[src/rtl/sdram_arbiter_if.sv]
// Bundle of requester-side and SDRAM-controller-side signals for sdram_arbiter.
// slave = arbiter view, master = surrounding requesters plus SDRAM controller.
interface sdram_arbiter_if #(
  parameter int unsigned NUM_REQ = 3,
  parameter int unsigned ADDR_W  = 23,
  parameter int unsigned DATA_W  = 32
);
  logic [NUM_REQ-1:0]             req_read;
  logic [NUM_REQ-1:0]             req_write;
  logic [NUM_REQ-1:0][ADDR_W-1:0] req_addr;
  logic [NUM_REQ-1:0][DATA_W-1:0] req_writedata;
  logic [DATA_W-1:0]              req_readdata;
  logic [NUM_REQ-1:0]             req_finished;
  logic [NUM_REQ-1:0]             grant;
  logic                           busy;
  logic                           sdram_read;
  logic                           sdram_write;
  logic [ADDR_W-1:0]              sdram_addr;
  logic [DATA_W-1:0]              sdram_writedata;
  logic [DATA_W-1:0]              sdram_readdata;
  logic                           sdram_finished;

  modport slave (
    input  req_read, req_write, req_addr, req_writedata, sdram_readdata, sdram_finished,
    output req_readdata, req_finished, grant, busy,
    output sdram_read, sdram_write, sdram_addr, sdram_writedata
  );

  modport master (
    output req_read, req_write, req_addr, req_writedata, sdram_readdata, sdram_finished,
    input  req_readdata, req_finished, grant, busy,
    input  sdram_read, sdram_write, sdram_addr, sdram_writedata
  );
endinterface

[src/rtl/sdram_arbiter.sv]
// Round-robin arbiter sharing one SDRAM controller port among the audio requesters.
// Optional macro SDRAM_ARB_PRIORITY_EN gives requester 0 (player) absolute priority.
module sdram_arbiter #(
  parameter int unsigned NUM_REQ = 3,
  parameter int unsigned ADDR_W  = 23,
  parameter int unsigned DATA_W  = 32
) (
  input  logic           i_clk,
  input  logic           i_rst,
  sdram_arbiter_if.slave bus
);

  localparam int unsigned IdxW = (NUM_REQ > 1) ? $clog2(NUM_REQ) : 1;

  typedef enum logic [0:0] {StIdle, StBusy} state_e;

  state_e             state_q, state_d;
  logic [IdxW-1:0]    last_q, last_d;
  logic [NUM_REQ-1:0] grant_q, grant_d;
  logic               busy_q, busy_d;
  logic               rd_q, rd_d;
  logic               wr_q, wr_d;
  logic [ADDR_W-1:0]  addr_q, addr_d;
  logic [DATA_W-1:0]  wdata_q, wdata_d;

  logic [NUM_REQ-1:0] pending;
  logic               found;
  logic [IdxW-1:0]    win;
  logic [IdxW-1:0]    idx_n;
  int unsigned        idx;

  // Circular search starting just after the last granted index.
  always_comb begin
    pending = bus.req_read | bus.req_write;
    found   = 1'b0;
    win     = '0;
    idx     = 0;
    idx_n   = '0;
    for (int unsigned k = 1; k <= NUM_REQ; k++) begin
      idx   = (32'(last_q) + k) % NUM_REQ;
      idx_n = idx[IdxW-1:0];
      if (!found && pending[idx_n]) begin
        found = 1'b1;
        win   = idx_n;
      end
    end
`ifdef SDRAM_ARB_PRIORITY_EN
    if (pending[0]) begin
      found = 1'b1;
      win   = '0;
    end
`endif
  end

  always_comb begin
    state_d = state_q;
    last_d  = last_q;
    grant_d = grant_q;
    busy_d  = busy_q;
    rd_d    = rd_q;
    wr_d    = wr_q;
    addr_d  = addr_q;
    wdata_d = wdata_q;
    unique case (state_q)
      StIdle: begin
        if (found) begin
          state_d      = StBusy;
          grant_d      = '0;
          grant_d[win] = 1'b1;
          busy_d       = 1'b1;
          // A simultaneous read+write from one requester is resolved as a write.
          wr_d         = bus.req_write[win];
          rd_d         = bus.req_read[win] & ~bus.req_write[win];
          addr_d       = bus.req_addr[win];
          wdata_d      = bus.req_writedata[win];
`ifdef SDRAM_ARB_PRIORITY_EN
          if (win != '0) last_d = win;
`else
          last_d       = win;
`endif
        end
      end
      StBusy: begin
        if (bus.sdram_finished) begin
          state_d = StIdle;
          grant_d = '0;
          busy_d  = 1'b0;
          rd_d    = 1'b0;
          wr_d    = 1'b0;
        end
      end
      default: state_d = StIdle;
    endcase
  end

  always_ff @(posedge i_clk) begin
    if (i_rst) begin
      state_q <= StIdle;
      last_q  <= IdxW'(NUM_REQ - 1);
      grant_q <= '0;
      busy_q  <= 1'b0;
      rd_q    <= 1'b0;
      wr_q    <= 1'b0;
      addr_q  <= '0;
      wdata_q <= '0;
    end else begin
      state_q <= state_d;
      last_q  <= last_d;
      grant_q <= grant_d;
      busy_q  <= busy_d;
      rd_q    <= rd_d;
      wr_q    <= wr_d;
      addr_q  <= addr_d;
      wdata_q <= wdata_d;
    end
  end

  assign bus.grant           = grant_q;
  assign bus.busy            = busy_q;
  assign bus.sdram_read      = rd_q;
  assign bus.sdram_write     = wr_q;
  assign bus.sdram_addr      = addr_q;
  assign bus.sdram_writedata = wdata_q;
  assign bus.req_readdata    = bus.sdram_readdata;
  // grant_q is only non-zero while busy, so stray completions in idle never leak out.
  assign bus.req_finished    = grant_q & {NUM_REQ{bus.sdram_finished}};

endmodule

[src/flat_wrapper.sv]
// flat-port wrapper written by rule: the top's interface ports become plain ports
module sdram_arbiter_flat 
#(
  parameter int unsigned NUM_REQ = 3,
  parameter int unsigned ADDR_W  = 23,
  parameter int unsigned DATA_W  = 32
)
  (i_clk, i_rst, bus_req_read, bus_req_write, bus_req_addr, bus_req_writedata, bus_sdram_readdata, bus_sdram_finished, bus_req_readdata, bus_req_finished, bus_grant, bus_busy, bus_sdram_read, bus_sdram_write, bus_sdram_addr, bus_sdram_writedata);
  sdram_arbiter_if #(.NUM_REQ(NUM_REQ), .ADDR_W(ADDR_W), .DATA_W(DATA_W)) bus_i ();
  input  logic i_clk;
  input  logic i_rst;
  input wire logic [$bits(bus_i.req_read)-1:0] bus_req_read;
  input wire logic [$bits(bus_i.req_write)-1:0] bus_req_write;
  input wire logic [$bits(bus_i.req_addr)-1:0] bus_req_addr;
  input wire logic [$bits(bus_i.req_writedata)-1:0] bus_req_writedata;
  input wire logic [$bits(bus_i.sdram_readdata)-1:0] bus_sdram_readdata;
  input wire logic [$bits(bus_i.sdram_finished)-1:0] bus_sdram_finished;
  output wire logic [$bits(bus_i.req_readdata)-1:0] bus_req_readdata;
  output wire logic [$bits(bus_i.req_finished)-1:0] bus_req_finished;
  output wire logic [$bits(bus_i.grant)-1:0] bus_grant;
  output wire logic [$bits(bus_i.busy)-1:0] bus_busy;
  output wire logic [$bits(bus_i.sdram_read)-1:0] bus_sdram_read;
  output wire logic [$bits(bus_i.sdram_write)-1:0] bus_sdram_write;
  output wire logic [$bits(bus_i.sdram_addr)-1:0] bus_sdram_addr;
  output wire logic [$bits(bus_i.sdram_writedata)-1:0] bus_sdram_writedata;
  assign bus_i.req_read = bus_req_read;
  assign bus_i.req_write = bus_req_write;
  assign bus_i.req_addr = bus_req_addr;
  assign bus_i.req_writedata = bus_req_writedata;
  assign bus_i.sdram_readdata = bus_sdram_readdata;
  assign bus_i.sdram_finished = bus_sdram_finished;
  assign bus_req_readdata = bus_i.req_readdata;
  assign bus_req_finished = bus_i.req_finished;
  assign bus_grant = bus_i.grant;
  assign bus_busy = bus_i.busy;
  assign bus_sdram_read = bus_i.sdram_read;
  assign bus_sdram_write = bus_i.sdram_write;
  assign bus_sdram_addr = bus_i.sdram_addr;
  assign bus_sdram_writedata = bus_i.sdram_writedata;
  sdram_arbiter #(.NUM_REQ(NUM_REQ), .ADDR_W(ADDR_W), .DATA_W(DATA_W)) u_core (.i_clk(i_clk), .i_rst(i_rst), .bus(bus_i));
endmodule
[config.mk]
export PLATFORM = sky130hd
export DESIGN_NAME = sdram_arbiter_flat
export DESIGN_NICKNAME = d
export VERILOG_FILES = /design/src/rtl/sdram_arbiter_if.sv /design/src/rtl/sdram_arbiter.sv /design/src/flat_wrapper.sv
export SDC_FILE = /design/constraint.sdc
export NUM_CORES = 1
export LEC_CHECK = 0
export CELL_PAD_IN_SITES_DETAIL_PLACEMENT = 0
export CELL_PAD_IN_SITES_GLOBAL_PLACEMENT = 1
export CORE_MARGIN = 2
export CORE_UTILIZATION = 25
export CTS_CLUSTER_DIAMETER = 200
export DETAILED_ROUTE_END_ITERATION = 8
export GPL_TIMING_DRIVEN = 0
export PLACE_DENSITY_LB_ADDON = 0.1
export SYNTH_ARGS = -nofsm -noshare
export SYNTH_HDL_FRONTEND = slang
export SYNTH_SLANG_ARGS = --single-unit
[constraint.sdc]
create_clock -name i_clk -period 6.54 [get_ports i_clk]
set_input_delay 0.654 -clock i_clk [delete_from_list [all_inputs] [get_ports i_clk]]
set_output_delay 0.654 -clock i_clk [all_outputs]
set_load 0.01 [all_outputs]
==> results.txt <==
No sink is reached through more buffers than the 2 on the longest clock path. The sum of buffers and inverters on the critical path is 2. The H-tree depth reported by CTS is 3.

The largest clock skew in the final design is 0.00709 ns. Dividing the detail-routed wire length by the instance count gives 16.4 µm. Relative to the synthesized area, the layout overhead comes to 80.9%. For the pin with the worst max-slew slack, the measured transition is 0.704 ns.

The period utilization came out at 0.456. The most common flop cell mapped by yosys is sky130_fd_sc_hd__dfxtp_1. Across the run, the number of max-cap violations was 0. The number of hold violations in the final report is 0.

The leakage power came out at 0.00299 µW. The clock-pin slew on the worst setup and hold paths is 0.06 ns. The signal on the critical path passes through clkdlybuf4s50_1 -> nor2_1 -> o221a_1 -> o211a_1 -> nor2_2 -> clkbuf_1 -> nor2_1 -> nor3b_2. The post-detailed-route via-to-cell ratio came out at 4.74. The largest total area in the synthesized netlist belongs to sky130_fd_sc_hd__dfxtp_1. The number of nets with antenna violations after routing is 0. The overall routed net length is 16700 µm. The unique cell type count in the Yosys netlist is 46. The yosys synthesis warning count came out at 0. For this design, the slowest cell found on the critical path is sky130_fd_sc_hd__clkdlybuf4s50_1. The placed instances occupy a cell area of 7030 µm².

The startpoint-to-endpoint class of the critical path is in -> reg. The tightest hold margin came out at 0.472 ns. The cell count after synthesis came out at 517. The floorplan die area is 17300 µm². The root cell of the clock tree is sky130_fd_sc_hd__clkbuf_16. In the global route stage, overall resource usage came out at 0.191. The sequential area share after synthesis is 0.314. The violation count after the first detailed-route iteration came out at 185.

Setup repair after global routing left no endpoint under its margin. Port buffering added 268 buffers. After synthesis, the share of flip-flops with an asynchronous set or reset is 0. The number of placed instances, taps included, is 1001. TritonCTS built the clock tree.

The initial standard-cell utilization of the core is 0.257. The weighted congestion at the end of routability-driven global placement is 0.811. The number of iterations in the first detailed-routing pass came out at 7. The number of buffers added to fix hold violations after cts came out at 0.

After synthesis, the cell types taking the most area are sky130_fd_sc_hd__dfxtp_1 31%, sky130_fd_sc_hd__nor3b_2 6.4%, sky130_fd_sc_hd__buf_4 5.9%. The insertion delay of the later-clocked pin in the worst-skew pair came out at 0.34 ns. Of the post-synthesis cell area, the dominant cell type holds 0.314. The antenna diode instance count came out at 0. The net count of the finished layout came out at 1005. After detailed routing, the number of remaining DRC violations is 0. The CTS buffer count is 9. The per-instance average area after synthesis is 7.88 µm². Headroom to the max-slew limit came out at 0.531. The startpoint type of the worst setup path is a primary input.

The count of cells in the finished layout, fillers not included, comes to 1017. The run finished with clean final reports. The die extent in y is 132 µm. For this design the ratio of total power to cell area is 248 nW/µm². Across all layers, the routed design uses 4822 vias. The pin count of the biggest net entering global routing came out at 12. The kind of cell with the highest combined delay along the critical path is buffers and inverters. The die extent in x came out at 132 µm.

The combined area of all synthesized cells came out at 4080 µm². The global-route wire length before repair is 26300 µm. Summed over all failing endpoints, the final setup total negative slack is 0 ns. The number of clock sinks seen by CTS is 64. The number of flops mapped to enable cells by yosys came out at 0. Synthesis inferred 64 register bits. For this run, the slowest stage of the critical path takes 0.60 ns. The half-perimeter wire length after detailed placement is 13100 µm. The shortest clock period the worst path allows after layout came out at 2.98 ns. The number of max-slew violations in the final report came to 0. By instance count, the leading cell after synthesis is sky130_fd_sc_hd__dfxtp_1. The maximum VDD drop came out at 0.000142 V.

The number of top-level pins is 302. Global routing finished with a remaining overflow of 0. The tightest min-delay check is of the reg -> reg type. The final setup violation count came out at 0. Of all nets on the critical path, the largest fanout is 10. The net count of the mapped netlist is 726. The row count came out at 46. In the final layout, the share of cells above drive strength 1 is 0.120. The endpoint type of the worst setup path is a register.

The number of fillers in the final layout came out at 1555. Data on the critical path is required at its endpoint by 6.80 ns. In this design, the critical path's most frequently occurring cell is sky130_fd_sc_hd__nor2_1. The core region is 15900 µm². The cell area after layout came out at 7380 µm².

The maximum clock frequency came out at 335 MHz. The power after layout is 1830 µW. The via count of the first global-routing pass came to 4922. The data arrival time of the critical path is 3.25 ns. By count the netlist is led by 64 x sky130_fd_sc_hd__dfxtp_1, 46 x sky130_fd_sc_hd__inv_1, 45 x sky130_fd_sc_hd__nand2_1, 40 x sky130_fd_sc_hd__a21oi_1, 36 x sky130_fd_sc_hd__nand3_1.

The number of gates resized after cts came out at 0. Post-CTS timing repair inserted 0 buffers for setup. The initial antenna violation count came to 0.
==> report_power, final <==
| group | internal [µW] | switching [µW] | leakage (µW) | total [µW] |
|---|---|---|---|---|
| clock network | 383 | 186 | 0.000170 | 568 |
| logic | 398 | 362 | 0.00229 | 761 |
| registers | 460 | 37.6 | 0.000532 | 498 |
==> metal layers <==
layer,global-route usage,share of wire,wire length [µm],vias to the layer above
li1,-,-,-,2385
met1,0.227,0.41,6920,2179
met3,0.0698,0.096,1600,23
met4,0.0713,0.020,341,0
met2,0.312,0.47,7870,235
met5,0,0,0,-
==> flip-flops by register name, summed over array words and instances (netlist names) <==
name                        flops
u_core.bus.grant                3
u_core.bus.sdram_read           1
u_core.state_q                  1
u_core.last_q                   2
u_core.bus.sdram_write          1
u_core.bus.sdram_addr          23
u_core.bus.busy                 1
u_core.bus.sdram_writedata     32
==> final cells by class <==
cell class              count  area [µm²]  area share
clock inverters             5         104      0.0141
inverters                  46         173      0.0234
repair buffers            268        2680       0.364
multi-input cells         332        2170       0.295
flip-flops and latches     64        1280       0.174
clock buffers              11         243      0.0329
plain buffers              75         449      0.0609
well taps                 216         270      0.0366
==> per-stage QoR <==
step	setup slack, ns	utilization
floorplan	4.24	-
global placement	3.23	0.443
detailed placement	3.21	0.443
CTS	3.56	0.464
global route	3.35	0.464
finish	3.56	0.464
==> worst reg2reg max path, cell delays in order, from the launching register on <==
cell and delay (ns):
sky130_fd_sc_hd__dfxtp_1 0.38, sky130_fd_sc_hd__inv_1 0.06, sky130_fd_sc_hd__ha_1 0.26, sky130_fd_sc_hd__buf_2 0.20, sky130_fd_sc_hd__nor3b_2 0.16, sky130_fd_sc_hd__o21bai_1 0.16, sky130_fd_sc_hd__a21oi_1 0.23, sky130_fd_sc_hd__nor2_2 0.39
sky130_fd_sc_hd__clkbuf_1 0.46, sky130_fd_sc_hd__nand3_1 0.19, sky130_fd_sc_hd__a31oi_1 0.18
==> final timing paths <==
| check | start | endpoint | slack, ns | cells after the start |
|---|---|---|---|---|
| worst max register to register | u_core.last_q[0] | u_core.bus.sdram_addr[1] | 3.79 | 10 |
| worst min register to register | u_core.bus.busy | u_core.bus.busy | 0.47 | 2 |
| worst max-delay path | bus_req_write[2] | u_core.bus.sdram_addr[20] | 3.56 | 8 |
| worst min-delay path | u_core.bus.busy | u_core.bus.busy | 0.47 | 2 |
==> placed cells by master (no fill, tap or decap), types with 14 or more instances in the layout <==
cell	instances
sky130_fd_sc_hd__inv_1	46
sky130_fd_sc_hd__clkbuf_1	26
sky130_fd_sc_hd__nor3b_2	21
sky130_fd_sc_hd__o21bai_1	32
sky130_fd_sc_hd__a21oi_1	40
sky130_fd_sc_hd__a211oi_1	23
sky130_fd_sc_hd__nand3_1	36
sky130_fd_sc_hd__a31oi_1	34
sky130_fd_sc_hd__dfxtp_1	64
sky130_fd_sc_hd__buf_4	32
sky130_fd_sc_hd__nor2_1	28
sky130_fd_sc_hd__nand2_1	45
sky130_fd_sc_hd__o221ai_1	22
sky130_fd_sc_hd__clkdlybuf4s50_1	268
sky130_fd_sc_hd__buf_2	14
==> kinds of logic (layout without fill, tap and decap cells) <==
family	count (synthesis)	after routing	synth area share
DFF	64	64	0.314
muxes	1	1	0.00246
buffers and inverters	121	405	0.153
adders and majority gates	3	3	0.00921
and+or+nand+nor	148	148	0.207
AOI/OAI and AO/OA	180	180	0.314
(Power assumes the default switching activity.)
